<file path="config.mk">
export PLATFORM = sky130hd
export DESIGN_NAME = execute_stage
export DESIGN_NICKNAME = d
export VERILOG_FILES = /design/src/rtl/core_pkg.sv /design/src/rtl/seq_multiplier.sv /design/src/rtl/execute_stage.sv
export SDC_FILE = /design/constraint.sdc
export NUM_CORES = 1
export LEC_CHECK = 0
export ABC_AREA = 0
export BUFFER_PORTS_ARGS = -buffer_cell sky130_fd_sc_hd__buf_4
export CORE_UTILIZATION = 59
export DETAILED_ROUTE_END_ITERATION = 6
export GPL_TIMING_DRIVEN = 1
export PLACE_DENSITY = 0.93
export SLEW_MARGIN = 5
export SYNTH_ARGS = -nofsm -noshare
export SYNTH_HDL_FRONTEND = slang
export SYNTH_SLANG_ARGS = --single-unit
export TNS_END_PERCENT = 30
</file>
<file path="constraint.sdc">
create_clock -name clk -period 3.8 [get_ports clk]
set_clock_uncertainty 0.05 [all_clocks]
set_input_delay 0.38 -clock clk [delete_from_list [all_inputs] [get_ports clk]]
set_output_delay 0.38 -clock clk [all_outputs]
set_load 0.05 [all_outputs]
</file>
<file path="src/rtl/core_pkg.sv">
`default_nettype none
// ============================================================================
// Module      : core_pkg
// Description : Opcodes, datapath width and EX-stage FSM encoding shared across
//               the 16-bit pipelined core.
// Revision    : 1.0 - initial release
// ============================================================================
package core_pkg;

    localparam int c_width_default = 16;

    localparam logic [3:0] c_op_add   = 4'b0000;
    localparam logic [3:0] c_op_sub   = 4'b0001;
    localparam logic [3:0] c_op_and   = 4'b0010;
    localparam logic [3:0] c_op_or    = 4'b0011;
    localparam logic [3:0] c_op_xor   = 4'b0100;
    localparam logic [3:0] c_op_not   = 4'b0101;
    localparam logic [3:0] c_op_shl   = 4'b0110;
    localparam logic [3:0] c_op_shr   = 4'b0111;
    localparam logic [3:0] c_op_mul   = 4'b1000;
    localparam logic [3:0] c_op_load  = 4'b1100;
    localparam logic [3:0] c_op_store = 4'b1110;
    localparam logic [3:0] c_op_nop   = 4'b1111;

    localparam logic [0:0] c_st_idle = 1'b0;
    localparam logic [0:0] c_st_busy = 1'b1;

    // True for opcodes that complete in one cycle and produce a real result.
    function automatic logic is_single_cycle_op(input logic [3:0] op);
        logic r;
        r = 1'b0;
        case (op)
            c_op_add, c_op_sub, c_op_and, c_op_or, c_op_xor, c_op_not,
            c_op_shl, c_op_shr, c_op_load, c_op_store: r = 1'b1;
            default: r = 1'b0;
        endcase
        return r;
    endfunction

endpackage
`default_nettype wire

</file>
<file path="src/rtl/seq_multiplier.sv">
`default_nettype none
// ============================================================================
// Module      : seq_multiplier
// Description : Shift-add multiplier, one partial product per cycle; returns
//               the low word of A*B alongside a single-cycle done pulse.
// Revision    : 1.0 - initial release
// ============================================================================
module seq_multiplier
    import core_pkg::*;
#(
    parameter int WIDTH      = c_width_default,
    parameter int MUL_CYCLES = WIDTH
) (
    input  logic             clk,
    input  logic             reset,
    input  logic             start,
    input  logic [WIDTH-1:0] a,
    input  logic [WIDTH-1:0] b,
    output logic             done,
    output logic [WIDTH-1:0] product
);

    localparam int c_cnt_w = (MUL_CYCLES > 1) ? $clog2(MUL_CYCLES) : 1;
    localparam logic [c_cnt_w-1:0] c_last = c_cnt_w'(MUL_CYCLES - 1);

    logic               r_busy;
    logic [c_cnt_w-1:0] r_count;
    logic [WIDTH-1:0]   r_mcand;
    logic [WIDTH-1:0]   r_mplier;
    logic [WIDTH-1:0]   r_acc;

    logic [WIDTH-1:0]   w_addend;
    logic [WIDTH-1:0]   w_acc_next;

    assign w_addend   = r_mplier[0] ? r_mcand : '0;
    assign w_acc_next = r_acc + w_addend;

    // The final step's sum is presented combinationally so the caller can
    // register the product on the same edge that retires the last step.
    assign done    = r_busy && (r_count == c_last);
    assign product = w_acc_next;

    always_ff @(posedge clk) begin
        if (reset) begin
            r_busy   <= 1'b0;
            r_count  <= '0;
            r_mcand  <= '0;
            r_mplier <= '0;
            r_acc    <= '0;
        end else if (start) begin
            r_busy   <= 1'b1;
            r_count  <= '0;
            r_mcand  <= a;
            r_mplier <= b;
            r_acc    <= '0;
        end else if (r_busy) begin
            r_acc    <= w_acc_next;
            r_mcand  <= r_mcand << 1;
            r_mplier <= r_mplier >> 1;
            if (done) begin
                r_busy  <= 1'b0;
                r_count <= '0;
            end else begin
                r_count <= r_count + 1'b1;
            end
        end
    end

endmodule
`default_nettype wire

</file>
<file path="src/rtl/execute_stage.sv">
`default_nettype none
// ============================================================================
// Module      : execute_stage
// Description : EX stage - single-cycle ALU, load/store address generation and
//               an iterative multiply that stalls decode while in flight.
// Revision    : 1.0 - initial release
// ============================================================================
module execute_stage
    import core_pkg::*;
#(
    parameter int WIDTH      = c_width_default,
    parameter int MUL_CYCLES = WIDTH
) (
    input  logic             clk,
    input  logic             reset,
    input  logic             valid_id,
    input  logic [3:0]       control_id,
    input  logic [WIDTH-1:0] operand_a_id,
    input  logic [WIDTH-1:0] operand_b_id,
    input  logic [WIDTH-1:0] reg_data_id,
    input  logic [4:0]       dest_reg_index_id,
    input  logic             dest_reg_write_en_id,
    output logic [3:0]       control_ex,
    output logic [WIDTH-1:0] result_ex,
    output logic [WIDTH-1:0] reg_data_ex,
    output logic [4:0]       dest_reg_index_ex,
    output logic             dest_reg_write_en_ex,
    output logic             stall_ex
);

    localparam int c_shw = (WIDTH > 1) ? $clog2(WIDTH) : 1;

    logic [0:0]       r_state;
    logic [4:0]       r_mul_dest_idx;
    logic             r_mul_dest_wen;

    logic             w_is_mul;
    logic             w_mul_start;
    logic             w_mul_done;
    logic [WIDTH-1:0] w_mul_product;
    logic [WIDTH-1:0] w_alu_result;
    logic [c_shw-1:0] w_shamt;

    logic [0:0]       w_state_next;
    logic [3:0]       w_control_next;
    logic [WIDTH-1:0] w_result_next;
    logic [WIDTH-1:0] w_reg_data_next;
    logic [4:0]       w_dest_idx_next;
    logic             w_dest_wen_next;

    assign w_is_mul    = (control_id == c_op_mul);
    assign w_mul_start = (r_state == c_st_idle) && valid_id && w_is_mul;
    assign w_shamt     = operand_b_id[c_shw-1:0];

    assign stall_ex = w_mul_start || ((r_state == c_st_busy) && !w_mul_done);

    seq_multiplier #(
        .WIDTH      (WIDTH),
        .MUL_CYCLES (MUL_CYCLES)
    ) u_seq_multiplier (
        .clk     (clk),
        .reset   (reset),
        .start   (w_mul_start),
        .a       (operand_a_id),
        .b       (operand_b_id),
        .done    (w_mul_done),
        .product (w_mul_product)
    );

    always_comb begin
        w_alu_result = '0;
        case (control_id)
            c_op_add:   w_alu_result = operand_a_id + operand_b_id;
            c_op_sub:   w_alu_result = operand_a_id + ~operand_b_id + 1'b1;
            c_op_and:   w_alu_result = operand_a_id & operand_b_id;
            c_op_or:    w_alu_result = operand_a_id | operand_b_id;
            c_op_xor:   w_alu_result = operand_a_id ^ operand_b_id;
            c_op_not:   w_alu_result = ~operand_a_id;
            c_op_shl:   w_alu_result = operand_a_id << w_shamt;
            c_op_shr:   w_alu_result = operand_a_id >> w_shamt;
            c_op_load,
            c_op_store: w_alu_result = operand_a_id + operand_b_id;
            default:    w_alu_result = '0;
        endcase
    end

    // Next-state and next-output logic; every path not producing a result
    // falls through to the bubble defaults.
    always_comb begin
        w_state_next    = r_state;
        w_control_next  = c_op_nop;
        w_result_next   = '0;
        w_reg_data_next = '0;
        w_dest_idx_next = '0;
        w_dest_wen_next = 1'b0;
        case (r_state)
            c_st_idle: begin
                if (valid_id) begin
                    if (w_is_mul) begin
                        w_state_next = c_st_busy;
                    end else if (is_single_cycle_op(control_id)) begin
                        w_control_next  = control_id;
                        w_result_next   = w_alu_result;
                        w_reg_data_next = reg_data_id;
                        w_dest_idx_next = dest_reg_index_id;
                        w_dest_wen_next = (control_id == c_op_store) ? 1'b0
                                                                      : dest_reg_write_en_id;
                    end
                end
            end
            c_st_busy: begin
                if (w_mul_done) begin
                    w_state_next    = c_st_idle;
                    w_control_next  = c_op_mul;
                    w_result_next   = w_mul_product;
                    w_dest_idx_next = r_mul_dest_idx;
                    w_dest_wen_next = r_mul_dest_wen;
                end
            end
            default: w_state_next = c_st_idle;
        endcase
    end

    always_ff @(posedge clk) begin
        if (reset) begin
            r_state              <= c_st_idle;
            r_mul_dest_idx       <= '0;
            r_mul_dest_wen       <= 1'b0;
            control_ex           <= c_op_nop;
            result_ex            <= '0;
            reg_data_ex          <= '0;
            dest_reg_index_ex    <= '0;
            dest_reg_write_en_ex <= 1'b0;
        end else begin
            r_state              <= w_state_next;
            control_ex           <= w_control_next;
            result_ex            <= w_result_next;
            reg_data_ex          <= w_reg_data_next;
            dest_reg_index_ex    <= w_dest_idx_next;
            dest_reg_write_en_ex <= w_dest_wen_next;
            if (w_mul_start) begin
                r_mul_dest_idx <= dest_reg_index_id;
                r_mul_dest_wen <= dest_reg_write_en_id;
            end
        end
    end

endmodule
`default_nettype wire

</file>
==> reports/results.tsv, run 1 <==
stage	metric	value	unit
outcome	status	finished, final reports clean	
setup_path	Crit Path Class	flip-flop to flip-flop	
timing	Slew @ Worst Pin	984	ps
setup_path	Worst setup EP type	flip-flop	
min_path	Hold Path Class	input pin to flip-flop	
placed_design	dpl hpwl	18300	um
floorplan	Top Ports	104	
min_path	hold path start	reg_data_id[3]	
timing	Slew HR	34.2	%
placed_design	Port Buf Inserts	103	
timing	Fin. Hold Viols	0	
synthesis	ys flop type	dfxtp_1	
cells_and_area	n_diodes	0	
cells_and_area	design area	0.00904	mm^2
clocking	H-tree levels	3	
clocking	Reg clk slew, reported paths	80	ps
timing	setup TNS	0	ps
cells_and_area	final non-filler cell total	1220	
synthesis	Netlist cell types	73	
drt	Final ANT Viol Nets	0	
clocking	maximum clock path buffer count	2	
placed_design	DP Area	0.00872	mm^2
clocking	# hold bufs at CTS	0	
timing	Final Slew Violations	0	
drt	vias after detailed routing	7961	
setup_path	Setup crit start kind	flip-flop	
floorplan	core area	0.0128	mm^2
setup_path	Arrival @ worst endpoint	3390	ps
clocking	clk_lat worst skew	370	ps
setup_path	critical-path maximum fanout	17	
cells_and_area	share of post-route cells with drive strength above 1	15.6	%
power	Peak supply drop	0.000219	V
drt	TritonRoute pass-1 iters	6	
global_routing	initial antenna violation count	0	
global_routing	pin count of the biggest net entering global routing	49	
synthesis	Avg Inst Size Synth	8.04	um^2
placed_design	gpl congestion	1.01	
synthesis	synthesized net count	1108	
timing	unrepaired setup endpoints after global routing	false	
drt	Via density	6.53	
setup_path	r2r worst-path depth	12	
clocking	Num CTS Buffers	9	
drt	Total Routed Length	25100	um
synthesis	Mapped Cells	979	
drt	# DRC	0	
power	pwr dens	312	mW/mm^2
synthesis	Synth warnings	0	
synthesis	sequential cell area fraction in the yosys report	25.9	%
min_path	worst hold stages	2	
drt	wire per inst	20.5	um
global_routing	Tot GR Track Use	36.2	%
placed_design	Placed Cells	1204	
floorplan	Rows	41	
synthesis	Netlist Area Pre-Place	0.00787	mm^2
synthesis	EDFF count, synth	0	
floorplan	die area	0.0138	mm^2
cells_and_area	P&R area growth vs syn	14.8	%
cells_and_area	final net count	1172	
floorplan	Starting Density	61.4	%
timing	Final min period	3180	ps
floorplan	die height	118	um
drt	First DRT Iteration DRCs	871	
min_path	WHS Endpoint	reg_data_ex[3]$_SDFF_PP0_	
power	leakage	3.80	nW
setup_path	worst path required time	4000	ps
synthesis	FFs w/ async S/R, synth	0	%
clocking	setup bufs post-CTS	0	
clocking	CTS tree	done	
global_routing	Overflow after GRT	0	
clocking	clk sink count	102	
global_routing	vias in the first global route	7497	
floorplan	Die Width	118	um
setup_path	FF-to-FF End	u_seq_multiplier.r_acc[14]$_SDFFE_PP0P_	
synthesis	Synth Register Bits	102	
clocking	# resized after CTS	0	
flow_run	Max Cap Violations	0	
global_routing	first-pass GRT wire length	39800	um
setup_path	flop-to-flop setup slack	620	ps
clocking	root buf cell	clkbuf_16	
timing	final worst-path cycle share	83.8	%
timing	Max Freq	314	MHz
setup_path	reg2reg start	u_seq_multiplier.r_mplier[0]$_SDFFE_PP0P_	
timing	Setup violations, final	0	
-- synthesized netlist by cell type, types with 21 or more instances --
cell type,n,area [um^2]
nor2_1,107,402
dfxtp_1,102,2040
nand2_1,72,270
ha_1,65,813
a21oi_1,59,295
mux2i_1,56,561
a211oi_1,50,375
inv_1,49,184
o21ai_0,45,225
clkbuf_1,43,161
and2_1,36,225
nor3_1,23,115
o221ai_1,21,184
-- routing by layer --
metal	GRT usage, %	vias up	wire [um]
li1	-	3713	-
met1	48.1	3740	10400
met2	58.0	437	11400
met3	6.20	71	2270
met4	15.1	0	960
met5	0	-	0
-- where the power goes --
part / internal [mW] / switching [mW] / total, mW
Combinational: 0.260 / 0.448 / 0.708
Sequential: 1.09 / 0.0154 / 1.11
Clock: 0.532 / 0.474 / 1.01
Total: 1.89 / 0.937 / 2.82
-- registers in the layout (all words and copies together), names as in the netlist, 4 cells and up --
register	cells
reg_data_ex	16
result_ex	16
u_seq_multiplier.r_acc	16
u_seq_multiplier.r_mcand	16
u_seq_multiplier.r_mplier	16
dest_reg_index_ex	5
r_mul_dest_idx	5
control_ex	4
u_seq_multiplier.r_count	4
-- metrics by stage --
step | setup slack [ps] | hold slack, ps | power (mW) | util (%)
6_report | 616 | 162 | 2.82 | 70.5
3_5_place_dp | 728 | 401 | 1.82 | 68.0
2_1_floorplan | 899 | 375 | 1.59 | -
5_1_grt | 315 | 167 | 2.92 | 70.5
3_3_place_gp | 761 | 387 | 1.81 | 68.0
4_1_cts | 640 | 155 | 2.81 | 70.5
-- logic make-up after synthesis --
kind of cell	synth area share (%)
AND/OR/NAND/NOR	19.0
buffers and inverters	5.82
XOR/XNOR	2.00
AO/OA/AOI/OAI	26.4
adder cells (fa/ha/maj)	11.1
flip-flops	25.9
multiplexers	9.74
-- cell usage in the layout (no fill, tap or decap), types with 9 or more instances in the layout --
| master | netlist | layout |
|---|---|---|
| nor2b_1 | 11 | 11 |
| o221ai_1 | 21 | 21 |
| o22ai_1 | 12 | 12 |
| a22o_1 | 11 | 11 |
| nor3_1 | 23 | 21 |
| nand3_1 | 19 | 19 |
| ha_1 | 65 | 65 |
| nand2_1 | 72 | 71 |
| mux2i_1 | 56 | 56 |
| buf_4 | 1 | 117 |
| xnor2_1 | 10 | 10 |
| dfxtp_1 | 102 | 101 |
| a211oi_1 | 50 | 50 |
| inv_1 | 49 | 49 |
| and2_1 | 36 | 36 |
| nor2_1 | 107 | 107 |
| a21o_1 | 12 | 12 |
| nand2b_1 | 10 | 10 |
| a21oi_1 | 59 | 59 |
| o21ai_0 | 45 | 45 |
| a221o_1 | 9 | 9 |
| clkbuf_16 | 0 | 9 |
-- critical path, stage by stage (launching register included) --
cell     delay, ps
dfxtp_1        610
and2_1         200
ha_1           180
inv_1           70
fa_1           420
nor2b_1        120
o21ai_0         90
a21oi_1        230
o21ai_0        190
o21ai_0        300
a31oi_1        150
xor2_1         200
o31ai_1        280
-- cell type report --
class	instances	area (um^2)
timing repair buffer	117	878
sequential	102	2040
tap	172	215
fill	1014	3780
inverter	50	188
clock inverter	7	95.1
clock buffer	9	225
multi-input combinational	763	5400
-- worst max-delay path by stage --
stage / end / slack (ps) / start / cells after the start
after floorplan: result_ex[11]$_SDFF_PP0_ / 900 / operand_b_id[1] / 12
after global placement: result_ex[14]$_SDFF_PP0_ / 760 / operand_a_id[2] / 11
after detailed placement: result_ex[12]$_SDFF_PP0_ / 730 / operand_a_id[0] / 13
after CTS: u_seq_multiplier.r_acc[14]$_SDFFE_PP0P_ / 640 / u_seq_multiplier.r_mplier[0]$_SDFFE_PP0P_ / 12
after global routing: u_seq_multiplier.r_acc[14]$_SDFFE_PP0P_ / 310 / u_seq_multiplier.r_mplier[0]$_SDFFE_PP0P_ / 12
final: u_seq_multiplier.r_acc[14]$_SDFFE_PP0P_ / 620 / u_seq_multiplier.r_mplier[0]$_SDFFE_PP0P_ / 12
Note: power is estimated with default switching activity, not from simulation.
==> run 2, diff against run 1 <==
CORE_UTILIZATION = 54   (was 59)
PLACE_DENSITY = 0.9   (was 0.93)
clock period = 2.6 ns   (was 3.8 ns; I/O delays follow)
==> reports/results.tsv, run 2 (synthesized netlist as in run 1, its figures left out) <==
stage	metric	value	unit	change
setup_path	Arrival @ worst endpoint	2960	ps	-430 ps
global_routing	initial antenna violation count	0		unchanged
clocking	Num CTS Buffers	9		unchanged
timing	final worst-path cycle share	106	%	+22 points
floorplan	core area	0.0140	mm^2	+9.5%
timing	worst setup margin	-156	ps	-772 ps
power	pwr dens	416	mW/mm^2	+33%
drt	Final ANT Viol Nets	0		unchanged
drt	vias after detailed routing	8680		+9.0%
timing	Final min period	2760	ps	-428 ps
min_path	Hold Path Class	input pin to flip-flop		
clocking	root buf cell	clkbuf_16		
placed_design	Port Buf Inserts	103		unchanged
global_routing	Overflow after GRT	0		unchanged
power	Peak supply drop	0.000472	V	+120%
cells_and_area	share of post-route cells with drive strength above 1	27.5	%	+12 points
floorplan	die height	123	um	+4.5%
timing	unrepaired setup endpoints after global routing	true		
min_path	hold path start	reg_data_id[11]		
drt	First DRT Iteration DRCs	1198		+38%
placed_design	dpl hpwl	19700	um	+7.4%
min_path	WHS Endpoint	reg_data_ex[11]$_SDFF_PP0_		
flow_run	Max Cap Violations	0		unchanged
clocking	# hold bufs at CTS	0		unchanged
cells_and_area	final net count	1299		+11%
setup_path	reg2reg start	u_seq_multiplier.r_mplier[0]$_SDFFE_PP0P_		
clocking	H-tree levels	3		unchanged
timing	worst hold margin	49.7	ps	-112 ps
cells_and_area	Fillers	1002		-1.2%
drt	# DRC	0		unchanged
setup_path	Setup crit start kind	flip-flop		
floorplan	Die Width	123	um	+4.5%
timing	Final Slew Violations	0		unchanged
setup_path	FF-to-FF End	u_seq_multiplier.r_acc[15]$_SDFFE_PP0P_		
timing	Slew @ Worst Pin	770	ps	-215 ps
setup_path	flop-to-flop setup slack	-160	ps	-770 ps
setup_path	r2r worst-path depth	11		-1
floorplan	Rows	43		+4.9%
clocking	maximum clock path buffer count	2		unchanged
clocking	CTS tree	done		
global_routing	Tot GR Track Use	35.2	%	-0.96 points
timing	Setup violations, final	3		+3
setup_path	worst path required time	2800	ps	-1200 ps
drt	wire per inst	20.1	um	-2.0%
global_routing	pin count of the biggest net entering global routing	63		+29%
power	leakage	4.42	nW	+16%
cells_and_area	n_diodes	0		unchanged
global_routing	first-pass GRT wire length	41200	um	+3.5%
cells_and_area	P&R area growth vs syn	30.0	%	
setup_path	Crit Path Class	flip-flop to flip-flop		
drt	TritonRoute pass-1 iters	5		-1
global_routing	vias in the first global route	8032		+7.1%
floorplan	die area	0.0151	mm^2	+9.1%
clocking	clk sink count	102		unchanged
outcome	status	finished with violations		
placed_design	gpl congestion	1.04		+3.5%
floorplan	Top Ports	104		unchanged
timing	Fin. Hold Viols	0		unchanged
cells_and_area	leading cell types in the layout, fill and taps excluded	buf_4 (239), nor2_1 (107), dfxtp_1 (100)		
drt	Total Routed Length	27300	um	+8.8%
cells_and_area	Final Util	72.9	%	+2.4 points
drt	Via density	6.41		-1.8%
setup_path	critical-path maximum fanout	5		-12
placed_design	pre-CTS WS	-304	ps	-1030 ps
timing	Slew HR	48.6	%	+14 points
min_path	worst hold stages	2		unchanged
cells_and_area	most common cell after layout, fill and taps aside	buf_4		
setup_path	Worst setup EP type	flip-flop		
floorplan	Starting Density	56.1	%	-5.3 points
clocking	clk_lat worst skew	360	ps	about the same
outcome	violated checks	setup timing		
clocking	Reg clk slew, reported paths	80	ps	about the same
timing	Max Freq	363	MHz	+16%
## run 2: per-stage QoR
step	instance area, um^2	cells	power, mW	TNS [ps]
2_1_floorplan	7880	979	2.33	-141
3_5_place_dp	9680	1334	2.82	-1900
6_report	10200	1355	4.26	-274
5_1_grt	10200	1355	4.41	-828
3_3_place_gp	9680	1334	2.79	-1120
4_1_cts	10000	1352	4.22	-28.5
## run 2: worst max-delay path: stages, from the launching register on
cell and delay (ps):
dfxtp_4 370, and2_4 150, ha_2 170, buf_4 140, a211oi_2 300, nor3_2 90, and4bb_2 380, o31ai_4 110
a2111o_1 480, a31oi_2 200, xnor2_1 160, nor2_2 40
## run 2: timing repair
| action | CTS | global route |
|---|---|---|
| gates cloned | 1 | 0 |
| buffers inserted | 2 | 3 |
| endpoints found under the hold margin | 0 | 0 |
| pin swaps | 12 | 18 |
| resized for setup | 11 | 31 |
| endpoints found under the setup margin | 8 | 8 |
## run 2: power breakdown
part,internal (mW),total (mW),switching (mW),leakage (nW)
registers,1.60,1.62,0.0200,0.828
clock network,0.765,1.42,0.660,0.143
logic,0.506,1.21,0.707,3.45
## run 2: routing by layer
metal	vias up	wire length, um	GRT usage, %
met5	-	0	0
met4	0	925	11.5
met3	105	2900	6.74
met2	526	12600	56.6
met1	4095	10900	47.3
li1	3954	-	-
## run 2: worst max-delay path by stage
stage / to / slack [ps] / startpoint / cells past startpoint
6_report: u_seq_multiplier.r_acc[15]$_SDFFE_PP0P_ / -160 / u_seq_multiplier.r_mplier[0]$_SDFFE_PP0P_ / 11
5_1_grt: u_seq_multiplier.r_acc[15]$_SDFFE_PP0P_ / -210 / u_seq_multiplier.r_mplier[0]$_SDFFE_PP0P_ / 11
4_1_cts: u_seq_multiplier.r_acc[15]$_SDFFE_PP0P_ / -20 / u_seq_multiplier.r_mplier[0]$_SDFFE_PP0P_ / 11
3_5_place_dp: result_ex[15]$_SDFF_PP0_ / -300 / operand_b_id[1] / 11
3_3_place_gp: result_ex[12]$_SDFF_PP0_ / -250 / operand_a_id[0] / 14
2_1_floorplan: result_ex[12]$_SDFF_PP0_ / -70 / operand_b_id[1] / 12
## run 2: cell type report
cell class,count,area (um^2),area share [%]
clock inverters,6,76.3,0.746
repair buffers,244,1870,18.3
clock buffers,10,229,2.24
inverters,50,188,1.83
well taps,180,225,2.20
multi-input cells,763,5600,54.7
flip-flops and latches,102,2050,20.0
